## config.mk

```make
export PLATFORM = sky130hd
export DESIGN_NAME = dual_issue_scheduler
export DESIGN_NICKNAME = d
export VERILOG_FILES = /design/src/rtl/dual_issue_scheduler_pkg.sv /design/src/rtl/dual_issue_scheduler_pair_conflict_check.sv /design/src/rtl/dual_issue_scheduler.sv
export SDC_FILE = /design/constraint.sdc
export NUM_CORES = 1
export LEC_CHECK = 0
export ABC_AREA = 1
export CORE_UTILIZATION = 50
export DETAILED_ROUTE_END_ITERATION = 16
export PLACE_DENSITY = 0.8
export SLEW_MARGIN = 20
export SYNTH_ARGS = -nofsm -noshare
export SYNTH_HDL_FRONTEND = slang
export SYNTH_HIERARCHICAL = 1
export SYNTH_SLANG_ARGS = --single-unit
```

## constraint.sdc

```tcl
create_clock -name clk -period 4.7 [get_ports clk]
set_clock_uncertainty 0.1 [all_clocks]
set_input_delay 0.94 -clock clk [delete_from_list [all_inputs] [get_ports clk]]
set_output_delay 0.94 -clock clk [all_outputs]
set_load 0.01 [all_outputs]
```

## src/rtl/dual_issue_scheduler_pkg.sv

```systemverilog
// Shared definitions for the dual-issue scheduler: FSM state encoding and default widths.
package dual_issue_scheduler_pkg;

    typedef enum logic {
        S_PAIR   = 1'b0,
        S_SECOND = 1'b1
    } schedState_t;

    localparam int DefaultRfAddrWidth = 5;
    localparam int DefaultCntWidth    = 32;

endpackage

```

## src/rtl/dual_issue_scheduler_pair_conflict_check.sv

```systemverilog
// Purely combinational intra-pair conflict detector; a conflict forces the pair to split.
module pair_conflict_check
    import dual_issue_scheduler_pkg::*;
#(
    parameter int RF_ADDR_WIDTH = DefaultRfAddrWidth
) (
    input  logic [RF_ADDR_WIDTH-1:0] rdAddr0,
    input  logic                     rdWrtEn0,
    input  logic                     isMem0,
    input  logic                     isMulDiv0,
    input  logic                     isBranch0,
    input  logic [RF_ADDR_WIDTH-1:0] rs1Addr1,
    input  logic [RF_ADDR_WIDTH-1:0] rs2Addr1,
    input  logic [RF_ADDR_WIDTH-1:0] rdAddr1,
    input  logic                     rdWrtEn1,
    input  logic                     isMem1,
    input  logic                     isMulDiv1,
    output logic                     split
);

    logic rd0Live;
    logic rawHazard;
    logic wawHazard;

    assign rd0Live   = rdWrtEn0 && (rdAddr0 != '0);
    assign rawHazard = rd0Live && ((rdAddr0 == rs1Addr1) || (rdAddr0 == rs2Addr1));
    assign wawHazard = rd0Live && rdWrtEn1 && (rdAddr0 == rdAddr1);

    // A branch in slot 0 always splits so slot 1 never issues down a mispredicted path.
    assign split = rawHazard || wawHazard || (isMem0 && isMem1) ||
                   (isMulDiv0 && isMulDiv1) || isBranch0;

endmodule

```

## src/rtl/dual_issue_scheduler.sv

```systemverilog
// Issue-stage scheduler: decides dual issue, split or hold for each decoded pair and drives IDEX lanes.
module dual_issue_scheduler
    import dual_issue_scheduler_pkg::*;
#(
    parameter int RF_ADDR_WIDTH = DefaultRfAddrWidth,
    parameter int CNT_WIDTH     = DefaultCntWidth
) (
    input  logic                     clk,
    input  logic                     rst,
    input  logic                     Flush,
    input  logic                     Decode_Valid_0,
    input  logic                     Decode_Valid_1,
    input  logic [RF_ADDR_WIDTH-1:0] Decode_Rs1Addr_0,
    input  logic [RF_ADDR_WIDTH-1:0] Decode_Rs1Addr_1,
    input  logic [RF_ADDR_WIDTH-1:0] Decode_Rs2Addr_0,
    input  logic [RF_ADDR_WIDTH-1:0] Decode_Rs2Addr_1,
    input  logic [RF_ADDR_WIDTH-1:0] Decode_RdAddr_0,
    input  logic [RF_ADDR_WIDTH-1:0] Decode_RdAddr_1,
    input  logic                     Decode_RdWrtEn_0,
    input  logic                     Decode_RdWrtEn_1,
    input  logic                     Decode_IsMem_0,
    input  logic                     Decode_IsMem_1,
    input  logic                     Decode_IsLd_0,
    input  logic                     Decode_IsLd_1,
    input  logic                     Decode_IsMulDiv_0,
    input  logic                     Decode_IsMulDiv_1,
    input  logic                     Decode_IsBranch_0,
    input  logic                     Decode_IsBranch_1,
    input  logic [RF_ADDR_WIDTH-1:0] IDEX_RdAddr_0,
    input  logic [RF_ADDR_WIDTH-1:0] IDEX_RdAddr_1,
    input  logic                     IDEX_IsLd_0,
    input  logic                     IDEX_IsLd_1,
    input  logic                     MulDiv_Busy,
    output logic                     Sched_DecodeReady,
    output logic                     Sched_IssueValid_0,
    output logic                     Sched_IssueValid_1,
    output logic                     Sched_IssueSwap,
    output logic [CNT_WIDTH-1:0]     Sched_SplitCnt,
    output logic [CNT_WIDTH-1:0]     Sched_StallCnt
);

    schedState_t state;
    schedState_t stateNext;
    logic        split;
    logic        hold0;
    logic        hold1;
    logic        valid0Next;
    logic        valid1Next;
    logic        swapNext;
    logic        splitInc;
    logic        stallInc;

    // Load-use: a nonzero source matches the Rd of a load currently in either EX lane.
    function automatic logic loadUse(
        input logic [RF_ADDR_WIDTH-1:0] rs1,
        input logic [RF_ADDR_WIDTH-1:0] rs2,
        input logic [RF_ADDR_WIDTH-1:0] exRd0,
        input logic                     exLd0,
        input logic [RF_ADDR_WIDTH-1:0] exRd1,
        input logic                     exLd1
    );
        logic hit1;
        logic hit2;
        hit1 = (rs1 != '0) && ((exLd0 && rs1 == exRd0) || (exLd1 && rs1 == exRd1));
        hit2 = (rs2 != '0) && ((exLd0 && rs2 == exRd0) || (exLd1 && rs2 == exRd1));
        return hit1 || hit2;
    endfunction

    assign hold0 = loadUse(Decode_Rs1Addr_0, Decode_Rs2Addr_0, IDEX_RdAddr_0, IDEX_IsLd_0,
                           IDEX_RdAddr_1, IDEX_IsLd_1) || (Decode_IsMulDiv_0 && MulDiv_Busy);
    assign hold1 = loadUse(Decode_Rs1Addr_1, Decode_Rs2Addr_1, IDEX_RdAddr_0, IDEX_IsLd_0,
                           IDEX_RdAddr_1, IDEX_IsLd_1) || (Decode_IsMulDiv_1 && MulDiv_Busy);

    pair_conflict_check #(
        .RF_ADDR_WIDTH(RF_ADDR_WIDTH)
    ) conflictCheck (
        .rdAddr0  (Decode_RdAddr_0),
        .rdWrtEn0 (Decode_RdWrtEn_0),
        .isMem0   (Decode_IsMem_0),
        .isMulDiv0(Decode_IsMulDiv_0),
        .isBranch0(Decode_IsBranch_0),
        .rs1Addr1 (Decode_Rs1Addr_1),
        .rs2Addr1 (Decode_Rs2Addr_1),
        .rdAddr1  (Decode_RdAddr_1),
        .rdWrtEn1 (Decode_RdWrtEn_1),
        .isMem1   (Decode_IsMem_1),
        .isMulDiv1(Decode_IsMulDiv_1),
        .split    (split)
    );

    always_ff @(posedge clk or posedge rst) begin
        if (rst) begin
            state              <= S_PAIR;
            Sched_IssueValid_0 <= 1'b0;
            Sched_IssueValid_1 <= 1'b0;
            Sched_IssueSwap    <= 1'b0;
        end else begin
            state              <= stateNext;
            Sched_IssueValid_0 <= valid0Next;
            Sched_IssueValid_1 <= valid1Next;
            Sched_IssueSwap    <= swapNext;
        end
    end

    // Priority: flush, then hold, then split, then dual issue. In S_SECOND only slot 1 matters.
    always_comb begin
        stateNext         = state;
        valid0Next        = 1'b0;
        valid1Next        = 1'b0;
        swapNext          = 1'b0;
        splitInc          = 1'b0;
        stallInc          = 1'b0;
        Sched_DecodeReady = 1'b0;
        if (Flush) begin
            stateNext         = S_PAIR;
            Sched_DecodeReady = 1'b1;
        end else if (state == S_SECOND) begin
            if (hold1) begin
                stallInc = 1'b1;
            end else begin
                valid0Next        = 1'b1;
                swapNext          = 1'b1;
                Sched_DecodeReady = 1'b1;
                stateNext         = S_PAIR;
            end
        end else if (!Decode_Valid_0) begin
            stateNext = S_PAIR;
        end else if (hold0) begin
            stallInc = 1'b1;
        end else if (!Decode_Valid_1 || split || hold1) begin
            valid0Next = 1'b1;
            if (Decode_Valid_1) begin
                splitInc  = 1'b1;
                stateNext = S_SECOND;
            end else begin
                Sched_DecodeReady = 1'b1;
            end
        end else begin
            valid0Next        = 1'b1;
            valid1Next        = 1'b1;
            Sched_DecodeReady = 1'b1;
        end
    end

    // Performance counters saturate at all-ones; a flush cycle never increments.
    always_ff @(posedge clk or posedge rst) begin
        if (rst) begin
            Sched_SplitCnt <= '0;
            Sched_StallCnt <= '0;
        end else if (!Flush) begin
            if (splitInc && (Sched_SplitCnt != '1)) begin
                Sched_SplitCnt <= Sched_SplitCnt + 1'b1;
            end
            if (stallInc && (Sched_StallCnt != '1)) begin
                Sched_StallCnt <= Sched_StallCnt + 1'b1;
            end
        end
    end

endmodule

```

# Word-level counts from Yosys, hierarchy flattened
# Cells that the tools add are included.
# classes
addsub,2
n_eq_ne,13
muxes,31
bitwise,1
n_reduce_logical,45
# op_table
cell,count
32-bit by 1-bit adder with 32-bit output (second input constant),2
32-bit inequality test (second input constant),2
5-bit equality test,11
1-bit two-way mux,31
5-bit nonzero test,5
1-bit logical AND,22
1-bit logical OR,15
2-bit AND reduction,2
1-bit zero test,1
1-bit NOT,1
# totals
ff_bits,68
input_bits,58
output_inout_bits,68
word_cells,98

# Longest topological paths before layout
# Gate-level depths: netlist of run 1.
# logic_depth
word_depth,17
depth_mapped,15
depth_no_buf,14

# Hierarchy
# Netlist of run 1, hierarchy kept.
# modules_own_cells
module,instances,cells_each,area_per_inst_um2,seq_area_each_um2
dual_issue_scheduler,1,778,5079.9,1701.6
pair_conflict_check,1,72,307.8,0.0

# Least setup slack after synthesis of run 1
# OpenSTA, ideal clock, no wires.
# synth_timing
path_type,input port to output port
start,in Decode_Rs2Addr_1[0]
end,out Sched_DecodeReady
arrival_time_ns,1.942
t_required_ns,3.660
setup_slack_ns,1.718
path_stages,12
cell_sequence,inv_1 -> o21ai_0 -> nor2_1 -> nand3_1 -> nand2_1 -> nand2_1 -> nand3_2 -> nor2_1 -> nand4_2 -> nand2_1 -> nand2_1 -> nand3_1
# synth_via
elab_chain_len,14
elab_cells_between_ends,24
cone_classes,eq/ne (3); mux (6); reduce/logical (15)
# synth_lines
element,line,rtl
"start, declared",dual_issue_scheduler.sv:16,"input logic [RF_ADDR_WIDTH-1:0] Decode_Rs2Addr_1,"
5-bit equality test,dual_issue_scheduler_pair_conflict_check.sv:26,assign rawHazard = rd0Live && ((rdAddr0 == rs1Addr1) || (rdAddr0 == rs2Addr1));
1-bit logical OR,dual_issue_scheduler_pair_conflict_check.sv:26,
1-bit logical AND,dual_issue_scheduler_pair_conflict_check.sv:26,
1-bit logical OR (3 in series),dual_issue_scheduler_pair_conflict_check.sv:30,assign split = rawHazard || wawHazard || (isMem0 && isMem1) ||
1-bit logical OR,dual_issue_scheduler_pair_conflict_check.sv:31,(isMulDiv0 && isMulDiv1) || isBranch0;
via split,dual_issue_scheduler.sv:44,logic split;
1-bit logical OR (2 in series),dual_issue_scheduler.sv:130,end else if (!Decode_Valid_1 || split || hold1) begin
1-bit two-way mux,dual_issue_scheduler.sv:130,
1-bit two-way mux,dual_issue_scheduler.sv:128,end else if (hold0) begin
1-bit two-way mux,dual_issue_scheduler.sv:126,end else if (!Decode_Valid_0) begin
1-bit two-way mux,dual_issue_scheduler.sv:117,end else if (state == S_SECOND) begin
1-bit two-way mux,dual_issue_scheduler.sv:114,if (Flush) begin
"end, declared",dual_issue_scheduler.sv:34,"output logic Sched_DecodeReady,"
# The timed path passes the listed nets, and every way through them passes these cells.

# Worst setup path in the final report of run 1
# layout_timing
start,in Decode_Rs1Addr_1[4]
end,out Sched_DecodeReady
# layout_via
elab_chain_len,14
elab_cells_between_ends,24
cone_classes,eq/ne (3); mux (6); reduce/logical (15)
# layout_lines
element,line,rtl
"start, declared",dual_issue_scheduler.sv:14,"input logic [RF_ADDR_WIDTH-1:0] Decode_Rs1Addr_1,"
5-bit equality test,dual_issue_scheduler_pair_conflict_check.sv:26,
1-bit logical OR,dual_issue_scheduler_pair_conflict_check.sv:26,
1-bit logical AND,dual_issue_scheduler_pair_conflict_check.sv:26,
1-bit logical OR (3 in series),dual_issue_scheduler_pair_conflict_check.sv:30,
1-bit logical OR,dual_issue_scheduler_pair_conflict_check.sv:31,
via split,dual_issue_scheduler.sv:44,
1-bit logical OR (2 in series),dual_issue_scheduler.sv:130,
1-bit two-way mux,dual_issue_scheduler.sv:130,
1-bit two-way mux,dual_issue_scheduler.sv:128,
1-bit two-way mux,dual_issue_scheduler.sv:126,
1-bit two-way mux,dual_issue_scheduler.sv:117,
1-bit two-way mux,dual_issue_scheduler.sv:114,
# The timed path passes the listed nets, and every way through them passes these cells.

==> out/results.ini, run 1 <==
[sta]
slew_headroom_pct = 39.9
slew_violations = 0
tightest_slew_ps = 900
rsz0062_at_grt = false
finalCriticalPeriod_ps = 4250
final_hold_viol_count = 0
setup_violations = 0
final.period_utilization_pct = 90.4
finalSetupTns_ps = 0
max_freq_mhz = 235

[global_route]
grt_max_degree = 53
grt_usage_pct = 27.5
antenna_found_initial = 0
grt_pass1_vias = 5217
grt_pass1_wl_mm = 24.7
grt-ovfl-total = 0

[cts]
post_cts_resized = 0
clock_path_buffers = 2
hold_buffers = 0
insertion_delay_ps = 340
path_clk_slew_ps = 70
cts_setup_buffers = 0
cts-buffers-inserted = 9
numClockSinks = 68
cts_root_buf = clkbuf_8
h-tree-depth = 3
tritoncts = built

[routing]
wl_per_cell_um = 13.5
remaining_drc_errors = 0
wl_met3_um = 876
ant_nets = 0
met1_length_mm = 6.71
wl_met2_mm = 6.92
viasPerCell = 5.18
drtIter0Drc = 342
top_layer = met4
dr.pass1.iters = 5
vias = 5744
routed_wl_mm = 14.9

[floorplanning]
fp.dieW_um = 106
dieArea_sq_um = 11200
die_y_um = 106
io_pins = 126
core_area_sq_um = 10400
initial_core_util_pct = 52.0
core.rowCount = 37

[synth]
ys_seq_area_share_pct = 31.6
synth_fp_nets = 910
synthCells = 850
avgSynthCellArea_sq_um = 6.34
ys_seq_elements = 68
synth_cell_types = 30
syn_area_sq_um = 5390
yosysWarnings = 6

[place]
io_buffer_count = 122
gp_congestion = 0.904
dpl.hpwl_mm = 11.5

[layout]
utilization_pct = 66.4
n_antenna_cell = 0
drive_gt1_share_pct = 5.14
final_cell_mix = nand2_1 (354), clkdlybuf4s50_1 (122), nor2_1 (94)
finish.net_count = 1028
fill_cells = 993
area_growth_pct = 27.7
layout_commonest_cell = nand2_1

[power_and_ir_drop]
peakVddDrop_v = 0.000154
cellLeakagePower_nw = 3.40
powerDensity_nw_per_um2 = 219

[worst_setup_path]
worst-path-max-fanout = 7
crit_type = in2out
cp.arrival_ps = 3210
crit_path_end_kind = output pin
cp-start-kind = primary input
critPathRequiredTime_ps = 3660

[status]
outcome = finished, final reports clean

[run]
maxCapViolCount = 0

[hold_path]
hold_path.class = reg2reg

through the flow:
stage	cell area, sq um	setup WS (ps)	power [mW]	cells	hold slack [ps]
4_1_cts	6880	434	1.52	1109	445
6_report	6880	451	1.51	1109	444
2_1_floorplan	5390	1720	0.856	850	430
3_3_place_gp	6680	474	1.02	1093	414
5_1_grt	6880	251	1.59	1109	493
3_5_place_dp	6680	439	1.02	1093	429
critical path, cell delays in order:
cell and delay [ps]:
clkdlybuf4s50_1 620, nand2_1 100, nand2_1 70, nor2_1 40
nand3_1 60, nand2_1 60, nand2_1 60, nand3_2 70
nor2_1 150, nand4_2 170, nand2_1 170, nand2_1 70
nand3_1 60, clkdlybuf4s50_1 560
registers in the layout, summed over array words and instances (netlist names):
register            count
Sched_IssueSwap         1
state                   1
Sched_SplitCnt         32
Sched_IssueValid_1      1
Sched_IssueValid_0      1
Sched_StallCnt         32
per-layer routing:
metal	track usage, %	vias up
li1	-	2927
met1	36.7	2576
met2	44.6	199
met3	5.32	42
met4	9.42	0
met5	0	-
synthesized netlist by cell type:
cell,number,area (sq um)
nor2_1,94,353
buf_2,6,30.0
buf_6,3,33.8
clkbuf_2,3,15.0
nor2_4,4,45.0
a21oi_2,1,8.76
dfrtp_1,68,1700
nand4_4,1,21.3
and3_1,1,6.26
inv_2,15,56.3
buf_4,6,45.0
a221oi_1,1,8.76
nor3_1,28,140
nor3_2,2,20.0
nand4_1,13,81.3
xnor2_1,15,131
nor3b_1,1,7.51
nand4_2,2,25.0
nor4_1,13,81.3
nand2_2,1,6.26
nor2_2,1,6.26
a21oi_1,2,10.0
nand3_1,53,265
ha_1,2,25.0
o21ai_0,38,190
nand2_1,354,1330
nand3_2,4,40.0
inv_1,62,233
xor2_1,51,447
o21ai_1,5,25.0
cells by family after synthesis:
group,share of synthesized area (%)
xor+xnor,10.7
flops,31.6
buf+inv,7.66
compound gates,4.51
fa+ha+maj,0.464
simple gates,45.1
power by group:
part / total, mW / internal, mW / switching, mW
clock network: 0.495 / 0.273 / 0.222
registers: 0.656 / 0.613 / 0.0435
logic: 0.359 / 0.154 / 0.204
total: 1.51 / 1.04 / 0.470
layout make-up:
class	count	area, sq um	share of cell area [%]
multi-input combinational	687	3270	47.6
sequential	68	1700	24.7
timing repair buffer	125	1240	18.1
inverter	77	290	4.22
tap	136	170	2.47
clock buffer	12	155	2.25
clock inverter	4	47.5	0.691
worst paths after layout:
check                                    startpoint                  to  slack, ps  depth (start not counted)
worst max-delay path            Decode_Rs1Addr_1[4]   Sched_DecodeReady        450                         14
worst min-delay path             Sched_StallCnt[28]  Sched_StallCnt[28]        440                          2
worst max register to register    Sched_SplitCnt[0]   Sched_SplitCnt[0]       1990                         11
worst min register to register   Sched_StallCnt[28]  Sched_StallCnt[28]        440                          2
max in group asynchronous                       rst  Sched_SplitCnt[29]       2740                          3
min in group asynchronous                       rst  Sched_SplitCnt[19]        980                          2
Power figures use the tool's default switching activity.
==> run 2: changes to the inputs <==
Settings changed: CORE_MARGIN set to 2, REMOVE_ABC_BUFFERS set to 1.
==> out/results.ini, run 2 (synthesized netlist as in run 1, its figures left out) <==
[layout]
layout_commonest_cell = nand2_1
fill_cells = 1002  ; +0.91%
final_cell_mix = nand2_1 (354), clkdlybuf4s50_1 (122), nor2_1 (94)
n_antenna_cell = 0  ; unchanged
multi_input_area_sq_um = 3270  ; unchanged
ff_latch_area_sq_um = 1700  ; unchanged
drive_gt1_share_pct = 5.24  ; +0.10 points
utilization_pct = 66.4  ; about the same
finish.net_count = 1028  ; unchanged
largestRegisters = Sched_SplitCnt (32), Sched_StallCnt (32)
final_cell_area_sq_um = 6910  ; +0.47%
area_growth_pct = 28.3

[global_route]
grt_usage_pct = 26.8  ; -0.72 points
grt_pass1_vias = 5145  ; -1.4%
grt_max_degree = 53  ; unchanged
grt-ovfl-total = 0  ; unchanged
antenna_found_initial = 0  ; unchanged
grt_pass1_wl_mm = 24.9  ; +0.53%

[routing]
ant_nets = 0  ; unchanged
viasPerCell = 5.21  ; +0.56%
drtIter0Drc = 385  ; +13%
wl_per_cell_um = 13.8  ; +2.6%
routed_wl_mm = 15.3  ; +2.6%
remaining_drc_errors = 0  ; unchanged
vias = 5776  ; +0.56%
dr.pass1.iters = 5  ; unchanged

[sta]
slew_violations = 0  ; unchanged
final.period_utilization_pct = 90.1  ; -0.33 points
max_freq_mhz = 236  ; +0.37%
finalSetupTns_ps = 0  ; unchanged
final_hold_viol_count = 0  ; unchanged
setup_violations = 0  ; unchanged
finalCriticalPeriod_ps = 4230  ; -15.6 ps
rsz0062_at_grt = false
slew_headroom_pct = 41.2  ; +1.2 points
tightest_slew_ps = 882  ; -17.7 ps

[cts]
numClockSinks = 68  ; unchanged
tritoncts = built
hold_buffers = 0  ; unchanged
path_clk_slew_ps = 60  ; about the same
cts_root_buf = clkbuf_8
cts_setup_buffers = 0  ; unchanged
clock_path_buffers = 2  ; unchanged
cts-buffers-inserted = 9  ; unchanged
post_cts_resized = 0  ; unchanged
h-tree-depth = 3  ; unchanged
insertion_delay_ps = 350  ; about the same

[floorplanning]
io_pins = 126  ; unchanged
fp.dieW_um = 108  ; +1.9%
dieArea_sq_um = 11600  ; +3.8%
core.rowCount = 37  ; unchanged
die_y_um = 108  ; +1.9%
initial_core_util_pct = 51.7  ; -0.23 points
core_area_sq_um = 10400  ; +0.45%

[power_and_ir_drop]
p_comb_share_pct = 22.7  ; -1.1 points
p_int_mw = 1.11  ; +6.5%
p_switching_mw = 0.467  ; -0.67%
seqPwrFrac_pct = 41.6  ; -1.9 points
switching_share_pct = 29.7  ; -1.5 points
powerDensity_nw_per_um2 = 228  ; +3.8%
cellLeakagePower_nw = 3.42  ; +0.59%
peakVddDrop_v = 0.000129  ; -16%
p_clk_share_pct = 35.7  ; +2.9 points

[worst_setup_path]
cp.arrival_ps = 3190  ; -20 ps
cp-start-kind = primary input
crit_type = in2out
worst-path-max-fanout = 6  ; -1
critPathRequiredTime_ps = 3660  ; about the same
crit_path_end_kind = output pin

[place]
io_buffer_count = 122  ; unchanged
dpl-instance-area_sq_um = 6680  ; unchanged
dpl.hpwl_mm = 11.6  ; +1.2%
gp_congestion = 0.947  ; +4.8%

[hold_path]
hold_path.class = reg2reg

[status]
outcome = finished, final reports clean

[run]
maxCapViolCount = 0  ; unchanged

==> run 2: path summary, 6_finish.rpt <==
| check | cells past startpoint | to | slack, ps | from |
|---|---|---|---|---|
| max | 14 | Sched_DecodeReady | 470 | Decode_Rs2Addr_1[2] |
| min | 2 | Sched_SplitCnt[31] | 410 | Sched_SplitCnt[31] |
| max reg2reg | 11 | Sched_SplitCnt[24] | 1970 | Sched_SplitCnt[0] |
| min reg2reg | 2 | Sched_SplitCnt[31] | 410 | Sched_SplitCnt[31] |
| max in group asynchronous | 3 | Sched_SplitCnt[21] | 2760 | rst |
| min in group asynchronous | 2 | Sched_StallCnt[29] | 960 | rst |
==> run 2: critical path, stage by stage <==
cell and delay, ps:
clkdlybuf4s50_1 640, nand2_1 90, nand2_1 80, nor2_1 40, nand3_1 60, nand2_1 50, nand2_1 60, nand3_2 60
nor2_1 140, nand4_2 170, nand2_1 160, nand2_1 70, nand3_1 60, clkdlybuf4s50_1 570
==> run 2: cell type report <==
cell class	instances	share of cell area, %
flip-flops and latches	68	24.6
clock inverters	4	1.01
well taps	136	2.46
clock buffers	12	2.39
repair buffers	125	18.0
multi-input cells	687	47.3
inverters	77	4.20
==> run 2: metrics by stage <==
step | worst slack, ps | hold WS (ps) | total power [mW] | instances
global placement | 476 | 394 | 1.01 | 1093
CTS | 461 | 413 | 1.59 | 1109
finish | 466 | 408 | 1.57 | 1109
detailed placement | 466 | 398 | 1.02 | 1093
global route | 259 | 439 | 1.66 | 1109
floorplan | 1720 | 434 | 0.843 | 832
==> run 2: per-layer routing <==
metal  global-route usage [%]  vias up  part of all wire [%]
li1                         -     2943                     -
met1                     36.8     2618                    47
met2                     44.5      194                    46
met3                     4.48       21                   5.4
met4                     5.77        0                   1.4
met5                        0        -                     0
==> run 2: power by group through the flow <==
stage | sequential (mW) | clock (mW) | combinational [mW]
after global placement | 0.664 | 0 | 0.351
final | 0.655 | 0.562 | 0.357
after detailed placement | 0.665 | 0 | 0.356
after CTS | 0.653 | 0.574 | 0.358
after floorplan | 0.668 | 0 | 0.175
after global routing | 0.659 | 0.606 | 0.399
